$ cat src/rtl/usb_rx_pkg.sv
// Shared state encoding and constants for the USB receive decoder.
package usb_rx_pkg;

    typedef enum logic [2:0] {
        IDLE,
        ACTIVE,
        EOP1,
        EOP2,
        ABORT
    } state_t;

    // Sync field as received, first bit on the wire in the LSB.
    localparam logic [7:0] SYNC_BYTE        = 8'h80;
    localparam logic [2:0] MAX_ONES         = 3'd6;
    localparam int         CLKS_PER_BIT_DEF = 8;
    localparam int         SAMPLE_PT_DEF    = 3;

endpackage

$ cat src/rtl/usb_rx_decoder_if.sv
// Line-side inputs and decoded-bit strobes of the USB receive decoder.
interface usb_rx_decoder_if;
    logic d_plus;
    logic d_minus;
    logic d_orig;
    logic new_bit;
    logic eop;
    logic stuff_err;
    logic line_err;
    logic sync_ok;

    modport master (
        output d_plus, d_minus,
        input  d_orig, new_bit, eop, stuff_err, line_err, sync_ok
    );

    modport slave (
        input  d_plus, d_minus,
        output d_orig, new_bit, eop, stuff_err, line_err, sync_ok
    );
endinterface

$ cat src/rtl/usb_rx_edge_timer.sv
// Line synchroniser, D+ edge detector and bit-timing counter.
// The counter restarts on every D+ edge so bit timing tracks the sender.
module usb_rx_edge_timer
    import usb_rx_pkg::*;
#(
    parameter int CLKS_PER_BIT = CLKS_PER_BIT_DEF,
    parameter int SAMPLE_PT    = SAMPLE_PT_DEF
) (
    input  logic clk,
    input  logic n_rst,
    input  logic i_d_plus,
    input  logic i_d_minus,
    input  logic i_run,
    output logic o_dp_s,
    output logic o_dm_s,
    output logic o_edge,
    output logic o_sample
);
    localparam int              CW         = (CLKS_PER_BIT > 1) ? $clog2(CLKS_PER_BIT) : 1;
    localparam logic [CW-1:0]   CNT_LAST   = CW'(CLKS_PER_BIT - 1);
    localparam logic [CW-1:0]   CNT_SAMPLE = CW'(SAMPLE_PT);

    logic          r_dp_meta;
    logic          r_dm_meta;
    logic          r_dp_s;
    logic          r_dm_s;
    logic          r_dp_d;
    logic [CW-1:0] r_cnt;
    logic          w_edge;

    // Reset to J so an idle bus produces no spurious edge.
    always_ff @(posedge clk or negedge n_rst) begin
        if (!n_rst) begin
            r_dp_meta <= 1'b1;
            r_dm_meta <= 1'b0;
            r_dp_s    <= 1'b1;
            r_dm_s    <= 1'b0;
            r_dp_d    <= 1'b1;
        end else begin
            r_dp_meta <= i_d_plus;
            r_dm_meta <= i_d_minus;
            r_dp_s    <= r_dp_meta;
            r_dm_s    <= r_dm_meta;
            r_dp_d    <= r_dp_s;
        end
    end

    assign w_edge = r_dp_s ^ r_dp_d;

    always_ff @(posedge clk or negedge n_rst) begin
        if (!n_rst) begin
            r_cnt <= '0;
        end else if (!i_run || w_edge || (r_cnt == CNT_LAST)) begin
            r_cnt <= '0;
        end else begin
            r_cnt <= r_cnt + CW'(1);
        end
    end

    assign o_dp_s   = r_dp_s;
    assign o_dm_s   = r_dm_s;
    assign o_edge   = w_edge;
    assign o_sample = i_run && !w_edge && (r_cnt == CNT_SAMPLE);

endmodule

$ cat src/rtl/usb_rx_decoder.sv
// USB receive decoder: NRZI decode, bit-unstuffing and EOP detection.
// Define USB_RX_SYNC_STRIP_EN to consume and check the sync field internally.
//
// state  | meaning
// IDLE   | bus idle, waiting for the first J->K transition
// ACTIVE | decoding payload bits
// EOP1   | first SE0 bit seen
// EOP2   | second SE0 bit seen, waiting for J
// ABORT  | packet abandoned, waiting for SE0
module usb_rx_decoder
    import usb_rx_pkg::*;
#(
    parameter int CLKS_PER_BIT = CLKS_PER_BIT_DEF,
    parameter int SAMPLE_PT    = SAMPLE_PT_DEF
) (
    input logic             clk,
    input logic             n_rst,
    usb_rx_decoder_if.slave bus
);
    state_t     r_state;
    state_t     w_state_dec;
    state_t     w_state_nx;
    logic [2:0] r_ones;
    logic [2:0] w_ones_nx;
    logic       r_last_dp;
    logic       w_last_dp_nx;
    logic       r_d_orig;
    logic       r_new_bit;
    logic       r_eop;
    logic       r_stuff_err;
    logic       r_line_err;
    logic       r_sync_ok;
    logic       w_dp_s;
    logic       w_dm_s;
    logic       w_edge;
    logic       w_sample;
    logic       w_se0;
    logic       w_dec;
    logic       w_emit;
    logic       w_eop_nx;
    logic       w_stuff_nx;
    logic       w_line_dec;
    logic       w_sync_hold;
    logic       w_sync_done;
    logic       w_sync_match;
    logic       w_out_bit;

    usb_rx_edge_timer #(
        .CLKS_PER_BIT (CLKS_PER_BIT),
        .SAMPLE_PT    (SAMPLE_PT)
    ) u_edge_timer (
        .clk       (clk),
        .n_rst     (n_rst),
        .i_d_plus  (bus.d_plus),
        .i_d_minus (bus.d_minus),
        .i_run     (r_state != IDLE),
        .o_dp_s    (w_dp_s),
        .o_dm_s    (w_dm_s),
        .o_edge    (w_edge),
        .o_sample  (w_sample)
    );

    assign w_se0 = !w_dp_s && !w_dm_s;
    assign w_dec = (w_dp_s == r_last_dp);

    always_comb begin
        w_state_dec  = r_state;
        w_ones_nx    = r_ones;
        w_last_dp_nx = r_last_dp;
        w_emit       = 1'b0;
        w_eop_nx     = 1'b0;
        w_stuff_nx   = 1'b0;
        w_line_dec   = 1'b0;
        case (r_state)
            IDLE: begin
                w_ones_nx = '0;
                if (w_edge && !w_dp_s && w_dm_s) begin
                    w_state_dec  = ACTIVE;
                    w_last_dp_nx = 1'b1;
                end
            end
            ACTIVE: begin
                if (w_sample) begin
                    if (w_se0) begin
                        w_state_dec = EOP1;
                    end else begin
                        w_last_dp_nx = w_dp_s;
                        if (!w_dec) begin
                            // A 0 after six 1s is a stuffed bit and is dropped.
                            w_ones_nx = '0;
                            w_emit    = (r_ones != MAX_ONES);
                        end else if (r_ones == MAX_ONES) begin
                            w_stuff_nx  = 1'b1;
                            w_state_dec = ABORT;
                        end else begin
                            w_ones_nx = r_ones + 3'd1;
                            w_emit    = 1'b1;
                        end
                    end
                end
            end
            EOP1: begin
                if (w_sample) begin
                    if (w_se0) begin
                        w_state_dec = EOP2;
                    end else begin
                        w_line_dec  = 1'b1;
                        w_state_dec = IDLE;
                    end
                end
            end
            EOP2: begin
                if (w_sample && !w_se0) begin
                    w_eop_nx    = w_dp_s;
                    w_line_dec  = !w_dp_s;
                    w_state_dec = IDLE;
                end
            end
            ABORT: begin
                if (w_sample && w_se0) begin
                    w_state_dec = EOP1;
                end
            end
            default: w_state_dec = IDLE;
        endcase
    end

`ifdef USB_RX_SYNC_STRIP_EN
    logic [3:0] r_sync_cnt;
    logic [7:0] r_sync_sh;
    logic [7:0] w_sync_word;

    assign w_sync_word  = {w_dec, r_sync_sh[7:1]};
    assign w_sync_hold  = w_emit && (r_sync_cnt != 4'd8);
    assign w_sync_done  = w_sync_hold && (r_sync_cnt == 4'd7);
    assign w_sync_match = (w_sync_word == SYNC_BYTE);

    always_ff @(posedge clk or negedge n_rst) begin
        if (!n_rst) begin
            r_sync_cnt <= '0;
            r_sync_sh  <= '0;
        end else if (r_state == IDLE) begin
            r_sync_cnt <= '0;
            r_sync_sh  <= '0;
        end else if (w_sync_hold) begin
            r_sync_cnt <= r_sync_cnt + 4'd1;
            r_sync_sh  <= w_sync_word;
        end
    end
`else
    assign w_sync_hold  = 1'b0;
    assign w_sync_done  = 1'b0;
    assign w_sync_match = 1'b0;
`endif

    assign w_state_nx = (w_sync_done && !w_sync_match) ? ABORT : w_state_dec;
    assign w_out_bit  = w_emit && !w_sync_hold;

    always_ff @(posedge clk or negedge n_rst) begin
        if (!n_rst) begin
            r_state     <= IDLE;
            r_ones      <= '0;
            r_last_dp   <= 1'b1;
            r_d_orig    <= 1'b1;
            r_new_bit   <= 1'b0;
            r_eop       <= 1'b0;
            r_stuff_err <= 1'b0;
            r_line_err  <= 1'b0;
            r_sync_ok   <= 1'b0;
        end else begin
            r_state     <= w_state_nx;
            r_ones      <= w_ones_nx;
            r_last_dp   <= w_last_dp_nx;
            r_d_orig    <= w_out_bit ? w_dec : r_d_orig;
            r_new_bit   <= w_out_bit;
            r_eop       <= w_eop_nx;
            r_stuff_err <= w_stuff_nx;
            r_line_err  <= w_line_dec || (w_sync_done && !w_sync_match);
            r_sync_ok   <= w_sync_done && w_sync_match;
        end
    end

    assign bus.d_orig    = r_d_orig;
    assign bus.new_bit   = r_new_bit;
    assign bus.eop       = r_eop;
    assign bus.stuff_err = r_stuff_err;
    assign bus.line_err  = r_line_err;
    assign bus.sync_ok   = r_sync_ok;

endmodule

$ cat src/flat_wrapper.sv
// flat-port wrapper written by rule: the top's interface ports become plain ports
module usb_rx_decoder_flat import usb_rx_pkg::*;
#(
    parameter int CLKS_PER_BIT = CLKS_PER_BIT_DEF,
    parameter int SAMPLE_PT    = SAMPLE_PT_DEF
)
  (clk, n_rst, bus_d_plus, bus_d_minus, bus_d_orig, bus_new_bit, bus_eop, bus_stuff_err, bus_line_err, bus_sync_ok);
  usb_rx_decoder_if bus_i ();
  input logic clk;
  input logic n_rst;
  input wire logic [$bits(bus_i.d_plus)-1:0] bus_d_plus;
  input wire logic [$bits(bus_i.d_minus)-1:0] bus_d_minus;
  output wire logic [$bits(bus_i.d_orig)-1:0] bus_d_orig;
  output wire logic [$bits(bus_i.new_bit)-1:0] bus_new_bit;
  output wire logic [$bits(bus_i.eop)-1:0] bus_eop;
  output wire logic [$bits(bus_i.stuff_err)-1:0] bus_stuff_err;
  output wire logic [$bits(bus_i.line_err)-1:0] bus_line_err;
  output wire logic [$bits(bus_i.sync_ok)-1:0] bus_sync_ok;
  assign bus_i.d_plus = bus_d_plus;
  assign bus_i.d_minus = bus_d_minus;
  assign bus_d_orig = bus_i.d_orig;
  assign bus_new_bit = bus_i.new_bit;
  assign bus_eop = bus_i.eop;
  assign bus_stuff_err = bus_i.stuff_err;
  assign bus_line_err = bus_i.line_err;
  assign bus_sync_ok = bus_i.sync_ok;
  usb_rx_decoder #(.CLKS_PER_BIT(CLKS_PER_BIT), .SAMPLE_PT(SAMPLE_PT)) u_core (.clk(clk), .n_rst(n_rst), .bus(bus_i));
endmodule
$ cat config.mk
export PLATFORM = sky130hd
export DESIGN_NAME = usb_rx_decoder_flat
export DESIGN_NICKNAME = d
export VERILOG_FILES = /design/src/rtl/usb_rx_pkg.sv /design/src/rtl/usb_rx_decoder_if.sv /design/src/rtl/usb_rx_edge_timer.sv /design/src/rtl/usb_rx_decoder.sv /design/src/flat_wrapper.sv
export SDC_FILE = /design/constraint.sdc
export NUM_CORES = 1
export LEC_CHECK = 0
export BUFFER_PORTS_ARGS = -buffer_cell sky130_fd_sc_hd__buf_4
export CAP_MARGIN = 5
export CORE_ASPECT_RATIO = 0.9
export CORE_MARGIN = 2
export CORE_UTILIZATION = 40
export CTS_CLUSTER_DIAMETER = 40
export DETAILED_ROUTE_END_ITERATION = 10
export MAX_ROUTING_LAYER = met4
export PLACE_DENSITY = 0.56
export SLEW_MARGIN = 20
export SYNTH_ARGS = -nofsm -noshare
export SYNTH_HDL_FRONTEND = slang
export SYNTH_HIERARCHICAL = 1
export SYNTH_SLANG_ARGS = --single-unit
$ cat constraint.sdc
create_clock -name clk -period 2.6 [get_ports clk]
set_input_delay 0.13 -clock clk [delete_from_list [all_inputs] [get_ports clk]]
set_output_delay 0.13 -clock clk [all_outputs]
set_load 0.02 [all_outputs]
# After elaboration in Yosys (flattened, before gate mapping)
# Index checks and enable logic that the tools add are counted.
[classes]
n_addsub = 2
n_eq_ne = 18
mux = 36
n_bitwise = 1
reduce_logical = 20
[op_table]
columns = ["operator", "count"]
rows = [
  ["3-bit two-way mux", 13],
  ["1-bit two-way mux", 18],
  ["3-bit case mux with 5 select lines", 1],
  ["2-bit by 1-bit != test with 1-bit output, second input constant", 5],
  ["3-bit by 2-bit == test with 1-bit output, second input constant", 3],
  ["3-bit == test, second input constant", 3],
  ["4-bit AND reduction", 2],
  ["1-bit logical AND", 7],
  ["7-bit AND reduction", 1],
  ["3-bit by 1-bit adder with 3-bit output, second input constant", 2],
  ["3-bit by 1-bit != test with 1-bit output, second input constant", 2],
  ["3-bit != test, second input constant", 2],
  ["3-bit case mux with 2 select lines", 1],
  ["1-bit logical NOT", 5],
  ["1-bit case mux with 2 select lines", 2],
  ["3-bit by 1-bit == test with 1-bit output, second input constant", 1],
  ["3-bit logical NOT", 1],
  ["3-bit nonzero test", 1],
  ["1-bit logical OR", 2],
  ["2-bit two-way mux", 1],
  ["2-bit != test, second input constant", 1],
  ["2-bit nonzero test", 1],
  ["1-bit == test", 1],
  ["1-bit bitwise XOR", 1],
]
[totals]
register_bits = 20
in_bits = 4
output_inout_bits = 6
wordCells = 91

# Longest topological paths before layout
# Gate-level depths: netlist of run 1.
[logic_depth]
ltp_word = 7
depth_mapped = 8
mapped_depth_nobuf = 8

# Cells and area by module
# The synthesis of run 1 kept the hierarchy.
[by_module_without_submodules]
columns = ["module", "n_inst", "cells_each", "area_each_um2", "seq_area_each_um2"]
rows = [
  ["usb_rx_decoder", 1, 65, 658.1, 302.8],
  ["usb_rx_edge_timer", 1, 19, 290.3, 203.9],
]

# Least setup slack after synthesis of run 1
# OpenSTA, ideal clock, no wires.
[synth_timing]
path_kind = "flip-flop to flip-flop"
start = "register u_core.u_edge_timer.r_dp_s (netlist: u_core/u_edge_timer/o_dp_s)"
end = "register u_core.r_ones[1]"
setup_time_ns = 0.125
arrival_ns = 1.933
required_ns = 2.475
slack_ns = 0.543
stages_incl_launch_ff = 7
n_path_buf = 0
period_less_slack_ns = 2.057
path_cell_list = "dfstp_2 -> xor2_1 -> nor2_1 -> o21ai_2 -> or3_4 -> o21ai_2 -> mux2_2"
[synth_via]
elab_chain_cells = 6
[synth_lines]
columns = ["item", "line_no", "text"]
rows = [
  ["from (decl)", "usb_rx_edge_timer.sv:25", "logic r_dp_s;"],
  ["from (signal assigned)", "usb_rx_edge_timer.sv:42", "r_dp_s <= r_dp_meta;"],
  ["1-bit bitwise XOR", "usb_rx_edge_timer.sv:48", "assign w_edge = r_dp_s ^ r_dp_d;"],
  ["net u_core.w_edge", "usb_rx_decoder.sv:35", "logic w_edge;"],
  ["1-bit logical NOT", "usb_rx_edge_timer.sv:63", "assign o_sample = i_run && !w_edge && (r_cnt == CNT_SAMPLE);"],
  ["1-bit logical AND (2 in a row)", "usb_rx_edge_timer.sv:63", ""],
  ["net u_core.w_sample", "usb_rx_decoder.sv:36", "logic w_sample;"],
  ["2-bit by 1-bit != test with 1-bit output (no line)", "--", ""],
  ["4-bit AND reduction (no line)", "--", ""],
  ["to (signal assigned)", "usb_rx_decoder.sv:172", "r_ones <= w_ones_nx;"],
  ["to (decl)", "usb_rx_decoder.sv:23", "logic [2:0] r_ones;"],
]
# The timed path passes the listed nets, and every way through them passes these cells. The select of a mux whose other input is x is not followed.
# A chain may end at the register's enable or synchronous reset.

# Final worst setup path of run 1
# Same ends and word-level chain as after synthesis.

==> results of run 1 <==
-- power by group through the flow --
stage / registers, uW / logic [uW] / clock network [uW]
CTS: 415 / 254 / 259
global route: 423 / 295 / 273
detailed placement: 422 / 250 / 0
global placement: 419 / 251 / 0
floorplan: 423 / 178 / 0
finish: 415 / 254 / 252
-- synthesized netlist by cell type (2+ instances only) --
library cell	n	area share [%]
o21ai_2	2	1.8
ha_1	5	6.6
dfrtp_1	15	40
nand2_1	8	3.2
inv_1	5	2.0
nor2_1	9	3.6
nor4_1	2	1.3
dfstp_2	5	14
or3_1	2	1.3
nor4b_1	2	1.8
nor3_1	2	1.1
nand3_1	2	1.1
or3_4	2	2.4
o21ai_0	2	1.1
-- path summary, 6_finish.rpt --
path / from / to / slack, ns / cells past startpoint
max: u_core/u_edge_timer/o_dp_s$_DFF_PN1_ / u_core/r_ones[1]$_DFFE_PN0P_ / 0.17 / 6
min in group clk: u_core/u_edge_timer/r_dm_meta$_DFF_PN0_ / u_core/u_edge_timer/o_dm_s$_DFF_PN0_ / 0.36 / 0
min: n_rst / u_core/u_edge_timer/r_cnt[0]$_DFF_PN0_ / 0.22 / 2
max in group asynchronous: n_rst / u_core/bus.d_orig$_DFFE_PN1P_ / 2.12 / 2
max reg2reg: u_core/u_edge_timer/o_dp_s$_DFF_PN1_ / u_core/r_ones[1]$_DFFE_PN0P_ / 0.17 / 6
min reg2reg: u_core/u_edge_timer/r_dm_meta$_DFF_PN0_ / u_core/u_edge_timer/o_dm_s$_DFF_PN0_ / 0.36 / 0
-- final cells by class --
| type | count | area, um2 |
|---|---|---|
| clock buffers | 3 | 22.52 |
| clock inverters | 1 | 30.03 |
| fillers | 203 | 1092 |
| inverters | 5 | 18.77 |
| multi-input cells | 56 | 400.4 |
| flip-flops and latches | 20 | 506.7 |
| well taps | 27 | 33.78 |
| repair buffers | 12 | 97.59 |
-- metal layers --
metal	up-vias	wire length, um	GRT usage, %	share of wire (%)
met4	0	23	4.878	1.5
li1	318	-	-	-
met3	2	98	5.670	6.2
met1	285	794	17.85	50
met5	-	0	-	0
met2	15	663	19.84	42
-- cells by family (layout without fill, tap and decap cells) --
group | after synthesis | in the layout | synth area share (%)
buf+inv | 8 | 21 | 4.354
fa+ha+maj | 5 | 5 | 6.596
xor+xnor | 2 | 2 | 2.639
other cells | 1 | 1 | 0.3954
simple gates | 35 | 35 | 20.71
flops | 20 | 20 | 53.43
compound gates | 11 | 11 | 9.632
mux | 2 | 2 | 2.243
-- worst reg2reg max path: stages, from the launching register on --
cell	delay, ns
dfstp_2	0.67
xor2_1	0.17
nor2_1	0.37
o21ai_2	0.16
or3_4	0.38
o21ai_2	0.22
mux2_2	0.35
-- metrics by stage --
| stage | cells | instance area (um2) | utilization [%] | hold slack (ns) |
|---|---|---|---|---|
| 6_report | 124 | 1110 | 50.40 | 0.2196 |
| 5_1_grt | 124 | 1110 | 50.40 | 0.2260 |
| 4_1_cts | 124 | 1110 | 50.40 | 0.2165 |
| 3_5_place_dp | 117 | 1027 | 46.65 | 0.01993 |
| 3_3_place_gp | 117 | 1027 | 46.65 | 0.01895 |
| 2_1_floorplan | 84 | 948.4 | - | -0.1656 |
-- repair_timing --
item | in CTS | in global routing
hold endpoints to repair | 22 | 0
hold buffers | 3 | 0
setup endpoints to repair | 0 | 0
-- layout by cell type, fill, tap and decap left out, drive strengths merged --
cell,n
nor2,9
nand3,2
nor4b,2
o21ai,4
or3,4
o221ai,1
nand2b,1
o211ai,1
dfstp,5
dlygate4sd3,3
inv,5
xor2,2
a31oi,1
nor4,2
dfrtp,15
clkbuf,3
a2bb2oi,1
nand4,1
o32a,1
and2b,1
conb,1
bufinv,1
nand3b,1
or4b,1
o31a,1
o32ai,1
ha,5
nor3,2
nor4bb,1
mux2,1
buf,9
nand2,8
mux2i,1
==> reports/results.txt, run 1 <==
TNS Setup -> 0 ns
switching share of power -> 30.35%
CP Data Required Time -> 2.80 ns
crit-path leading delay family -> simple AND/OR/NAND/NOR gates
share of total power in combinational logic -> 27.6%
sequential area share after synthesis -> 53.43%
clock root cell -> clkbuf_4
Leakage Power -> 0.0005245 uW
CTS-repair resized insts -> 0
CP Class -> reg -> reg
register clock-pin slew on the reported worst setup and hold paths -> 0.11 ns
die width -> 55.33 um
unrepaired setup endpoints after global routing -> no
sequential share of power -> 45.1%
Syn Nets -> 93
Cells after Synth -> 84
EDFF count, synth -> 0
Hold Path Class -> in -> async
Worst VDD drop -> 470.4 uV
Tot GR Track Use -> 13.88%
CP Launch Type -> flip-flop
Die Y -> 50.20 um
Routed Antenna Nets -> 0
Max Slew Vio Count -> 0
DP Worst Slack -> 0.2235 ns
row count -> 16
Net Sw Power -> 279.5 uW
initial antenna violation count -> 0
fraction of registers with async set/reset -> 100.0%
final hold violations -> 0
Post-CTS Setup Bufs -> 0
delay of the slowest cell on the worst path -> 0.67 ns
most used cell, CP -> o21ai_2
Remaining Overflow, GRT -> 0
WL/cell -> 12.73 um
power share of the clock group -> 27.3%
core area -> 0.002202 mm2
fin crit share -> 93.43%
CTS Buf Count -> 3
critical path endpoint category -> flip-flop
Worst-Skew Late Latency -> 0.30 ns
MaxCap Viol Count -> 0
synth warn -> 6
vias -> 620
first-pass GRT wire length -> 2856 um
area grow syn2layout -> 17.02%
Initial Utilization -> 43.07%
total power -> 920.9 uW
clock tree sinks -> 20
Yosys cell types -> 35
Max Fclk -> 411.7 MHz
IO buf count -> 8
nets -> 107
via count of the first global-routing pass -> 615
CP max FO -> 9
GPL Wtd Cong -> 0.7667
fin crit period -> 2.429 ns
setup ws final -> 0.1708 ns
Synth Register Bits -> 20
n_diodes -> 0
outcome -> finished, final reports clean
CTS tree -> built
post-DP HPWL -> 1149 um
drt drc -> 0
Max Clock Skew -> 0.004999 ns
DR pass1 iterations -> 7
DRT iter0 DRCs -> 18
Worst Path Buf+Inv -> 0
layout cell share with drive strength beyond 1 -> 25.77%
top flop regs -> u_core/r_ones: 3 flops, u_core/r_state: 3 flops, u_core/u_edge_timer/r_cnt: 3 flops
H-tree levels -> 1
Synth Area per Inst -> 11.29 um2
largest net degree at the start of global routing -> 21
crit path cell chain -> xor2_1 > nor2_1 > o21ai_2 > or3_4 > o21ai_2 > mux2_2
Post-Route WL -> 1579 um
Pint -> 641.4 uW
DR vias/cell -> 5.000
power per cell area -> 829.8 mW/mm2
cell area after synthesis -> 948.4 um2
# setup viols final -> 0
top_reg_cell synth -> dfrtp_1
die area -> 0.002777 mm2
WP data arrival -> 2.63 ns
buffer depth of the longest clock path -> 2
CP max stage cell -> dfstp_2
IO Pins -> 10
No activity file was read; power rests on OpenSTA's default activity.
==> run 2, diff against run 1 <==
- SYNTH_HIERARCHICAL: 1 -> default
==> run 2 against run 1 <==
Effect of this change:
- combinational power down 32%
- sequential power about the same
- critical path depth down 1
- largest power group unchanged
==> reports/results.txt, run 2 <==
H-tree levels -> 1 (unchanged)
GPL Wtd Cong -> 0.8097 (+5.6%)
sequential area share after synthesis -> 49.27% (-4.2 points)
synth warn -> 0 (-6)
first-pass GRT wire length -> 3256 um (+14%)
Worst-Skew Late Latency -> 0.31 ns (about the same)
Hold Path Class -> in -> async
outcome -> finished, final reports clean
# setup viols final -> 0 (unchanged)
cell area after synthesis -> 0.001028 mm2 (+8.4%)
gr busiest metal -> met2
final hold violations -> 0 (unchanged)
IO Pins -> 10 (unchanged)
Leakage Power -> 0.0005171 uW (-1.4%)
row count -> 17 (+1)
WL/cell -> 13.43 um (+5.5%)
cell taking the most area after synthesis -> dfrtp_1
clock tree sinks -> 20 (unchanged)
commonest non-fill, non-tap cell in the layout -> dfrtp_1
Die Y -> 52.11 um (+3.8%)
Synth Register Bits -> 20 (unchanged)
most common cell in the netlist -> dfrtp_1
EDFF count, synth -> 0 (unchanged)
Yosys cell types -> 38 (+8.6%)
Post-Route WL -> 1746 um (+11%)
Max Clock Skew -> 0.006111 ns (+0.001112 ns)
Max Fclk -> 508.8 MHz (+24%)
WP data arrival -> 2.22 ns (-0.41 ns)
Synth area leaders -> dfrtp_1 (36%), dfstp_2 (13%), ha_1 (7.3%)
CTS-repair resized insts -> 0 (unchanged)
CP Class -> reg -> reg
Worst VDD drop -> 392.8 uV (-16%)
critical path endpoint category -> flip-flop
largest net degree at the start of global routing -> 21 (unchanged)
CP Launch Type -> flip-flop
MaxCap Viol Count -> 0 (unchanged)
top_reg_cell synth -> dfrtp_1
vias -> 704 (+14%)
die area -> 0.002993 mm2 (+7.8%)
most frequent cells in the layout -> dfrtp_1 (15), buf_4 (8), inv_1 (7), ha_1 (6)
met1 GRT Util -> 18.15% (+0.30 points)
CTS Buf Count -> 3 (unchanged)
Routed Antenna Nets -> 0 (unchanged)
clock root cell -> clkbuf_4
n_diodes -> 0 (unchanged)
setup ws final -> 0.6344 ns (+0.4637 ns)
DR vias/cell -> 5.415 (+8.3%)
Util after Layout -> 47.11% (-3.3 points)
fraction of registers with async set/reset -> 100.0% (unchanged)
most frequent cells after synthesis -> dfrtp_1 (15), inv_1 (7), ha_1 (6), dfstp_2 (5), nor2_1 (5)
post-DP HPWL -> 1224 um (+6.5%)
Cells after Synth -> 93 (+11%)
fin crit period -> 1.966 ns (-0.4637 ns)
initial antenna violation count -> 0 (unchanged)
drt drc -> 0 (unchanged)
CP Data Required Time -> 2.85 ns (+0.05 ns)
top-area cell type share of the netlist area -> 36.50% (-3.1 points)
CTS tree -> built
IO buf count -> 8 (unchanged)
Syn Nets -> 103 (+11%)
DR pass1 iterations -> 4 (-3)
top flop regs -> u_core.r_ones: 3 flops, u_core.r_state: 3 flops, u_core.u_edge_timer.r_cnt: 3 flops
Initial Utilization -> 42.05% (-1.0 points)
die width -> 57.45 um (+3.8%)
DP Worst Slack -> 0.6476 ns (+0.4241 ns)
fin crit share -> 75.60% (-18 points)
Synth Area per Inst -> 11.06 um2 (-2.1%)
DRT iter0 DRCs -> 5 (-13)
TNS Setup -> 0 ns (unchanged)
via count of the first global-routing pass -> 702 (+14%)
fillcell total -> 230 (+13%)
area grow syn2layout -> 12.04%
power per cell area -> 673.2 mW/mm2 (-19%)
Max Slew Vio Count -> 0 (unchanged)
buffer depth of the longest clock path -> 2 (unchanged)
unrepaired setup endpoints after global routing -> no
layout cell share with drive strength beyond 1 -> 22.55% (-3.2 points)
Remaining Overflow, GRT -> 0 (unchanged)
register clock-pin slew on the reported worst setup and hold paths -> 0.11 ns (about the same)
core area -> 0.002446 mm2 (+11%)
CP max FO -> 12 (+3)
met2 Usage GRT -> 22.92% (+3.1 points)
Tot GR Track Use -> 15.27% (+1.4 points)
routing usage on met3 -> 5.224% (-0.45 points)
nets -> 113 (+5.6%)
==> run 2: changes by cell type after synthesis, moves of 3 or more <==
| cell | delta |
|---|---|
| nand2_1 | -4 |
| a21oi_1 | +3 |
| nor2_1 | -4 |
| buf_2 | +3 |
==> run 2: power breakdown <==
group | switching (uW) | internal (uW)
logic | 92.1 | 80.5
registers | 57.9 | 360
clock network | 99.1 | 85.7
total | 249 | 527
==> run 2: final timing paths <==
check / start / end / slack (ns) / cells after the start
worst min-delay path: n_rst / u_core.bus.new_bit$_DFF_PN0_ / 0.21 / 2
worst max-delay path: u_core.u_edge_timer.o_dp_s$_DFF_PN1_ / u_core.r_last_dp$_DFFE_PN1P_ / 0.63 / 5
max in group asynchronous: n_rst / u_core.u_edge_timer.r_dp_d$_DFF_PN1_ / 2.12 / 2
min in group clk: u_core.u_edge_timer.r_dm_meta$_DFF_PN0_ / u_core.u_edge_timer.o_dm_s$_DFF_PN0_ / 0.36 / 0
worst max register to register: u_core.u_edge_timer.o_dp_s$_DFF_PN1_ / u_core.r_last_dp$_DFFE_PN1P_ / 0.63 / 5
worst min register to register: u_core.u_edge_timer.r_dm_meta$_DFF_PN0_ / u_core.u_edge_timer.o_dm_s$_DFF_PN0_ / 0.36 / 0
==> run 2: timing repair <==
action                                 CTS  global route
endpoints found under the hold margin   22             0
setup endpoints to repair                0             0
buffers inserted                         0             0
hold buffers                             3             0
==> run 2: final cells by class <==
type / instances / area, um2 / area share, %
well taps: 28 / 35.03 / 3.040
clock buffers: 4 / 36.28 / 3.149
inverters: 7 / 26.28 / 2.280
multi-input cells: 60 / 457.9 / 39.74
flip-flops and latches: 20 / 506.7 / 43.97
repair buffers: 11 / 90.09 / 7.818
==> run 2: logic make-up (layout without fill, tap and decap cells) <==
family                   after synthesis  in the layout  share of synthesized area, %
XOR/XNOR                               1              1                         1.582
adder cells (fa/ha/maj)                6              6                         7.299
AO/OA/AOI/OAI                         24             24                         19.10
buffers and inverters                 13             22                         6.204
other                                  1              1                        0.3646
AND/OR/NAND/NOR                       28             28                         16.18
flip-flops                            20             20                         49.27
==> run 2: metrics by stage <==
step                hold slack (ns)  total power, uW  instances  area (um2)
global route                 0.2320            832.8        130        1152
global placement            0.02137            592.4        123        1086
finish                       0.2149            775.8        130        1152
floorplan                   -0.1656            550.1         93        1028
CTS                          0.2214            783.4        130        1152
detailed placement          0.02514            595.0        123        1086
==> run 2: routing by layer <==
metal  part of all wire [%]  vias to the layer above
met3                    5.7                        4
met1                     47                      336
met5                      0                        -
met2                     45                       16
li1                       -                      348
met4                    2.6                        0
==> run 2: worst max-delay path, cell delays in order, from the launching register on <==
cell and delay, ns:
dfstp_2 0.68, inv_1 0.07, ha_1 0.39, and4b_1 0.36, a31oi_1 0.12, o32a_1 0.29
